<file path="src/rtl/seq_divider.sv">
// -----------------------------------------------------------------------------
// seq_divider
// Sequential 8-bit unsigned restoring divider. One quotient bit is produced
// per clock, MSB first, so a division takes 8 CALC cycles plus one DONE cycle.
// A divisor of zero skips the iteration and reports a saturated result.
//
// Ports
//   clk         in   1  rising-edge clock for all state
//   reset       in   1  synchronous, active-high reset
//   start       in   1  division request, sampled only in IDLE
//   in_A        in   8  unsigned dividend, captured on an accepted start
//   in_B        in   8  unsigned divisor, captured on an accepted start
//   Quotient    out  8  registered quotient of the last completed division
//   Remainder   out  8  registered remainder of the last completed division
//   busy        out  1  high whenever the FSM is not in IDLE
//   done        out  1  one-cycle result-valid pulse (FSM in DONE)
//   div_by_zero out  1  last accepted divisor was zero
//   zero        out  1  last written Quotient equals zero
// -----------------------------------------------------------------------------
module seq_divider (
    input  logic       clk,
    input  logic       reset,
    input  logic       start,
    input  logic [7:0] in_A,
    input  logic [7:0] in_B,
    output logic [7:0] Quotient,
    output logic [7:0] Remainder,
    output logic       busy,
    output logic       done,
    output logic       div_by_zero,
    output logic       zero
);

    typedef enum logic [1:0] {
        ST_IDLE = 2'd0,
        ST_CALC = 2'd1,
        ST_DONE = 2'd2
    } state_t;

    // -------------------------------------------------------------------------
    // One restoring step. The shifted partial remainder is the 9-bit value
    // {rem, bit_in}. Its top bit is rem[7]; when that bit is set the shifted
    // value is at least 256 and therefore exceeds any 8-bit divisor. Because
    // the partial remainder is always below the divisor, the non-negative
    // difference always fits in 8 bits, so modular 8-bit subtraction of the
    // low part gives the exact kept remainder.
    // Returns {quotient_bit, new_remainder}.
    // -------------------------------------------------------------------------
    function automatic logic [8:0] restoring_step(
        input logic [7:0] rem,
        input logic       bit_in,
        input logic [7:0] divisor
    );
        logic [7:0] low;
        logic       fits;
        logic [7:0] diff;
        begin
            low  = {rem[6:0], bit_in};
            fits = rem[7] | (low >= divisor);
            diff = low - divisor;
            if (fits) begin
                restoring_step = {1'b1, diff};
            end else begin
                restoring_step = {1'b0, low};
            end
        end
    endfunction

    state_t     state_r;
    state_t     next_state_s;

    logic [7:0] dividend_r;     // shifts left, MSB feeds the next step
    logic [7:0] divisor_r;
    logic [7:0] rem_r;          // partial remainder, never visible on ports
    logic [7:0] quo_r;          // partial quotient, never visible on ports
    logic [2:0] cnt_r;

    logic [7:0] quotient_r;
    logic [7:0] remainder_r;
    logic       div_by_zero_r;
    logic       zero_r;
    logic       busy_r;
    logic       done_r;

    logic       load_s;         // accepted start with a non-zero divisor
    logic       dbz_s;          // accepted start with a zero divisor
    logic       step_s;         // perform one iteration this edge
    logic       last_s;         // final iteration, publish result

    logic [8:0] step_res_s;
    logic       step_qbit_s;
    logic [7:0] step_rem_s;
    logic [7:0] next_quo_s;

    // Combinational restoring step on the current partial values.
    always_comb begin
        step_res_s  = restoring_step(rem_r, dividend_r[7], divisor_r);
        step_qbit_s = step_res_s[8];
        step_rem_s  = step_res_s[7:0];
        next_quo_s  = {quo_r[6:0], step_qbit_s};
    end

    // State register.
    always_ff @(posedge clk) begin
        if (reset) begin
            state_r <= ST_IDLE;
        end else begin
            state_r <= next_state_s;
        end
    end

    // Next-state logic.
    always_comb begin
        next_state_s = state_r;
        case (state_r)
            ST_IDLE: begin
                if (start) begin
                    if (in_B == 8'd0) begin
                        next_state_s = ST_DONE;
                    end else begin
                        next_state_s = ST_CALC;
                    end
                end else begin
                    next_state_s = ST_IDLE;
                end
            end
            ST_CALC: begin
                if (cnt_r == 3'd7) begin
                    next_state_s = ST_DONE;
                end else begin
                    next_state_s = ST_CALC;
                end
            end
            ST_DONE: begin
                next_state_s = ST_IDLE;
            end
            default: begin
                next_state_s = ST_IDLE;
            end
        endcase
    end

    // Output/control decode of the current state.
    always_comb begin
        load_s = 1'b0;
        dbz_s  = 1'b0;
        step_s = 1'b0;
        last_s = 1'b0;
        case (state_r)
            ST_IDLE: begin
                if (start) begin
                    load_s = (in_B != 8'd0);
                    dbz_s  = (in_B == 8'd0);
                end else begin
                    load_s = 1'b0;
                    dbz_s  = 1'b0;
                end
            end
            ST_CALC: begin
                step_s = 1'b1;
                last_s = (cnt_r == 3'd7);
            end
            ST_DONE: begin
                step_s = 1'b0;
            end
            default: begin
                step_s = 1'b0;
            end
        endcase
    end

    // Iteration datapath: operand capture and one step per CALC edge.
    always_ff @(posedge clk) begin
        if (reset) begin
            dividend_r <= 8'd0;
            divisor_r  <= 8'd0;
            rem_r      <= 8'd0;
            quo_r      <= 8'd0;
            cnt_r      <= 3'd0;
        end else if (load_s) begin
            dividend_r <= in_A;
            divisor_r  <= in_B;
            rem_r      <= 8'd0;
            quo_r      <= 8'd0;
            cnt_r      <= 3'd0;
        end else if (step_s) begin
            dividend_r <= {dividend_r[6:0], 1'b0};
            rem_r      <= step_rem_s;
            quo_r      <= next_quo_s;
            cnt_r      <= cnt_r + 3'd1;
        end else begin
            dividend_r <= dividend_r;
            divisor_r  <= divisor_r;
            rem_r      <= rem_r;
            quo_r      <= quo_r;
            cnt_r      <= cnt_r;
        end
    end

    // Result registers: written only at completion, held otherwise.
    always_ff @(posedge clk) begin
        if (reset) begin
            quotient_r    <= 8'd0;
            remainder_r   <= 8'd0;
            div_by_zero_r <= 1'b0;
            zero_r        <= 1'b0;
        end else if (dbz_s) begin
            quotient_r    <= 8'hFF;
            remainder_r   <= in_A;
            div_by_zero_r <= 1'b1;
            zero_r        <= 1'b0;
        end else if (last_s) begin
            quotient_r    <= next_quo_s;
            remainder_r   <= step_rem_s;
            div_by_zero_r <= 1'b0;
            zero_r        <= (next_quo_s == 8'd0);
        end else begin
            quotient_r    <= quotient_r;
            remainder_r   <= remainder_r;
            div_by_zero_r <= div_by_zero_r;
            zero_r        <= zero_r;
        end
    end

    // Status flags registered from the next state so they track state_r exactly.
    always_ff @(posedge clk) begin
        if (reset) begin
            busy_r <= 1'b0;
            done_r <= 1'b0;
        end else begin
            busy_r <= (next_state_s != ST_IDLE);
            done_r <= (next_state_s == ST_DONE);
        end
    end

    assign Quotient    = quotient_r;
    assign Remainder   = remainder_r;
    assign div_by_zero = div_by_zero_r;
    assign zero        = zero_r;
    assign busy        = busy_r;
    assign done        = done_r;

endmodule

</file>
<file path="config.mk">
export PLATFORM = sky130hd
export DESIGN_NAME = seq_divider
export DESIGN_NICKNAME = d
export VERILOG_FILES = /design/src/rtl/seq_divider.sv
export SDC_FILE = /design/constraint.sdc
export NUM_CORES = 1
export LEC_CHECK = 0
export ABC_AREA = 1
export CAP_MARGIN = 20
export CORE_UTILIZATION = 45
export DETAILED_ROUTE_END_ITERATION = 16
export DONT_BUFFER_PORTS = 1
export GPL_TIMING_DRIVEN = 0
export SLEW_MARGIN = 10
export SYNTH_ARGS = -nofsm -noshare
export SYNTH_HDL_FRONTEND = slang
export SYNTH_SLANG_ARGS = --single-unit
</file>
<file path="constraint.sdc">
create_clock -name clk -period 1.9 [get_ports clk]
set_input_delay 0.095 -clock clk [delete_from_list [all_inputs] [get_ports clk]]
set_output_delay 0.095 -clock clk [all_outputs]
set_load 0.01 [all_outputs]
</file>
==> impl_metrics.yaml <==
outcome:
  status: "finished clean"
setup_path:
  cp_num_buf_inv: 4
  cp-end-kind: "flip-flop"
  cpLargestDelayFamily: "simple AND/OR/NAND/NOR gates"
  worstPathCellList: "inv_1, ha_2, fa_2, inv_2, nand2_2, nand3_2, nand2_4, nand2_4, buf_4, nand3_1, nand2_1, nand2_1, nand2_1, inv_1"
  path_max_fanout: 4
  path_class: "flip-flop to flip-flop"
  critical-path-max-stage-delay_ps: 370
  crit_path_start_kind: "flip-flop"
  r2r-start: "dividend_r[7]$_SDFFE_PP0P_"
  required_ps: 2120
  critPathLaunch: "dividend_r[7]$_SDFFE_PP0P_"
  critPathArrivalTime_ps: 2070
  crit_slowest_cell: "fa_2"
  crit_path_frequent_cell: "nand2_1"
layout:
  multi_input_area_sq_um: 1410
  regArea_sq_um: 1120
  antenna_cells: 0
  fin_util_pct: 54.8
  areaGrowthSynthToFinish_pct: 17.3
  nNetsFinal: 448
  nFillCells: 590
  drive_gt1_share_pct: 15.5
drt:
  post_drt_wl_per_cell_um: 13.5
  drt-total-wl_um: 6660
  first_pass_iters: 4
  initialDrtViolationCount: 101
  ant_nets: 0
  route.detailed.drc: 0
  vias: 2521
  via_per_inst: 5.10
timing:
  min_period_ps: 1860
  max_clock_freq_mhz: 538
  slew_headroom_pct: 64.9
  finalCritPeriodShare_pct: 97.7
  finalHoldViolCount: 0
  fin_tns_setup_ps: 0
  maxSlewViolCount: 0
  tightest_slew_ps: 527
  skew_ps: 6.57
  setup_viol: 0
  rsz0062_at_grt: "yes"
  worst_hold_slack_ps: 23.4
power:
  powerDensity_nw_per_um2: 842
  leakagePower_nw: 1.48
  max-vdd-ir-drop_v: 0.000452
flow_run:
  cap_viol_max_count: 0
synthesis:
  synth_warnings: 0
  synth_area_per_cell_sq_um: 7.19
  syn_nets: 415
  netlist_area_sq_um: 2770
  ys_seq_area_share_pct: 40.5
  synth_edf_count: 0
  synthArstFlopShare_pct: 0
  dominantRegCellSynth: "dfxtp_1"
  synth.distinct_cells: 34
  synthCells: 385
  synth-seq-cells: 56
global_routing:
  grt_max_degree: 20
  grt_util_all_layers_pct: 21.4
  overflow: 0
  grt_pass1_vias: 2269
  grt_pass1_wl_um: 10700
  antenna_found_initial: 0
floorplan:
  dieArea_sq_um: 6460
  rows: 28
  die-height_um: 80.4
  start_util_pct: 46.7
  die_w_um: 80.4
  num_io_pins: 39
  coreArea_sq_um: 5920
clock_network:
  cts_sinks: 56
  clockRootBuffer: "clkbuf_8"
  clock_latency_ps: 310
  cts_htree_levels: 2
  clk_pin_slew_worst_paths_ps: 110
  cts_tree: "done"
  cts-buffers-inserted: 5
  cts_buffer_depth: 2
min_path:
  min-delay-start: "in_A[2]"
  min_path_type: "primary input to flip-flop"
placed_design:
  gp_congestion: 0.829
  dp_hpwl_um: 4770
  port_buffers: 0
-- cells in the mapped netlist, types with 2 or more instances --
library cell | instances | area (sq um)
xor2_1 | 2 | 17.5
clkbuf_1 | 5 | 18.8
nand4_1 | 2 | 12.5
o221a_2 | 6 | 67.6
inv_1 | 45 | 169
nand2_1 | 102 | 383
o21ai_0 | 5 | 25.0
nand3_1 | 46 | 230
ha_1 | 10 | 125
clkinv_1 | 3 | 11.3
o21ai_1 | 5 | 25.0
buf_6 | 2 | 22.5
dfxtp_1 | 56 | 1120
a21oi_1 | 37 | 185
nand2_2 | 4 | 25.0
nor2_1 | 19 | 71.3
inv_2 | 6 | 22.5
buf_2 | 7 | 35.0
a31oi_1 | 7 | 43.8
nor2_4 | 2 | 22.5
-- path summary, 6_finish.rpt --
kind / slack, ps / depth (start not counted) / endpoint
max: 40 / 14 / rem_r[6]$_SDFFE_PP0P_
min: 20 / 4 / Remainder[2]$_SDFFE_PP0P_
max reg2reg: 40 / 14 / rem_r[6]$_SDFFE_PP0P_
min reg2reg: 470 / 2 / dividend_r[0]$_SDFFE_PP0P_
-- routing by layer --
metal	track usage, %	part of all wire [%]	routed length [um]
met1	30.2	48	3200
met2	33.4	46	3060
met3	4.89	5.5	363
met4	3.75	0.48	32
met5	0	0	0
-- layout by cell type (no fill, tap or decap), types with 2 or more instances in the layout --
master          n
clkbuf_8        5
buf_4           9
a31oi_1         7
dfxtp_1        55
xor2_1          2
nand4_1         2
nor2_4          2
nand3_1        41
nand2_1        99
buf_2           7
nand3_2         5
o21ai_1         5
ha_1            8
nor2_1         19
dlygate4sd3_1  16
inv_2           7
o21ai_0         5
clkbuf_1        5
buf_6           3
inv_1          44
nand2_2         5
nand2_4         3
o221a_2         6
clkinvlp_4      2
clkinv_1        3
ha_2            2
a21oi_1        37
-- sequential cells by signal, summed over array words and instances, names as in the netlist, 2 cells and up --
name and count:
state_r 2, Quotient 8, cnt_r 3, divisor_r 8
quo_r 7, dividend_r 8, Remainder 8, rem_r 8
-- cell type report --
type                            instances  share of cell area [%]
Buffer                                 14                    2.35
Clock buffer                            5                    2.12
Clock inverter                          3                   0.810
Inverter                               55                    6.40
Multi-Input combinational cell        260                    43.5
Sequential cell                        56                    34.6
Tap cell                               75                    2.89
Timing Repair Buffer                   26                    7.36
-- stage by stage --
stage                     power (mW)  instances  cell area (sq um)  setup slack (ps)
after global routing            2.90        494               3250             -45.3
after floorplan                 1.76        385               2770              77.1
after detailed placement        1.88        460               2860              -258
after global placement          1.88        460               2860              -248
after CTS                       2.65        487               3160              8.64
final                           2.73        494               3250              42.8
-- logic make-up (layout without fill, tap and decap cells) --
family / count (synthesis) / count (layout) / share of synthesized area (%)
DFF: 56 / 56 / 40.5
and+or+nand+nor: 182 / 182 / 29.1
AOI/OAI and AO/OA: 64 / 64 / 13.9
xor gates and xnor gates: 3 / 3 / 0.950
buffers and inverters: 69 / 103 / 10.3
adders and majority gates: 11 / 11 / 5.25
-- repair_timing --
item                                    CTS  global route
buffers inserted                          3             7
endpoints found under the hold margin    16             0
cloned                                    0             0
resized for setup                         9             9
hold buffers                             16             0
pin swaps                                 2             8
endpoints found under the setup margin   19            17
-- worst register-to-register path: stages (launching register included) --
cell and delay, ps:
dfxtp_2 350, inv_1 50, ha_2 200, fa_2 370
inv_2 70, nand2_2 60, nand3_2 80, nand2_4 70
nand2_4 90, buf_4 120, nand3_1 80, nand2_1 90
nand2_1 50, nand2_1 60, inv_1 40
-- report_power, final --
group          internal (mW)  switching, mW
sequential              1.22         0.0253
combinational          0.321          0.471
clock                  0.270          0.426
(Power assumes the default switching activity.)
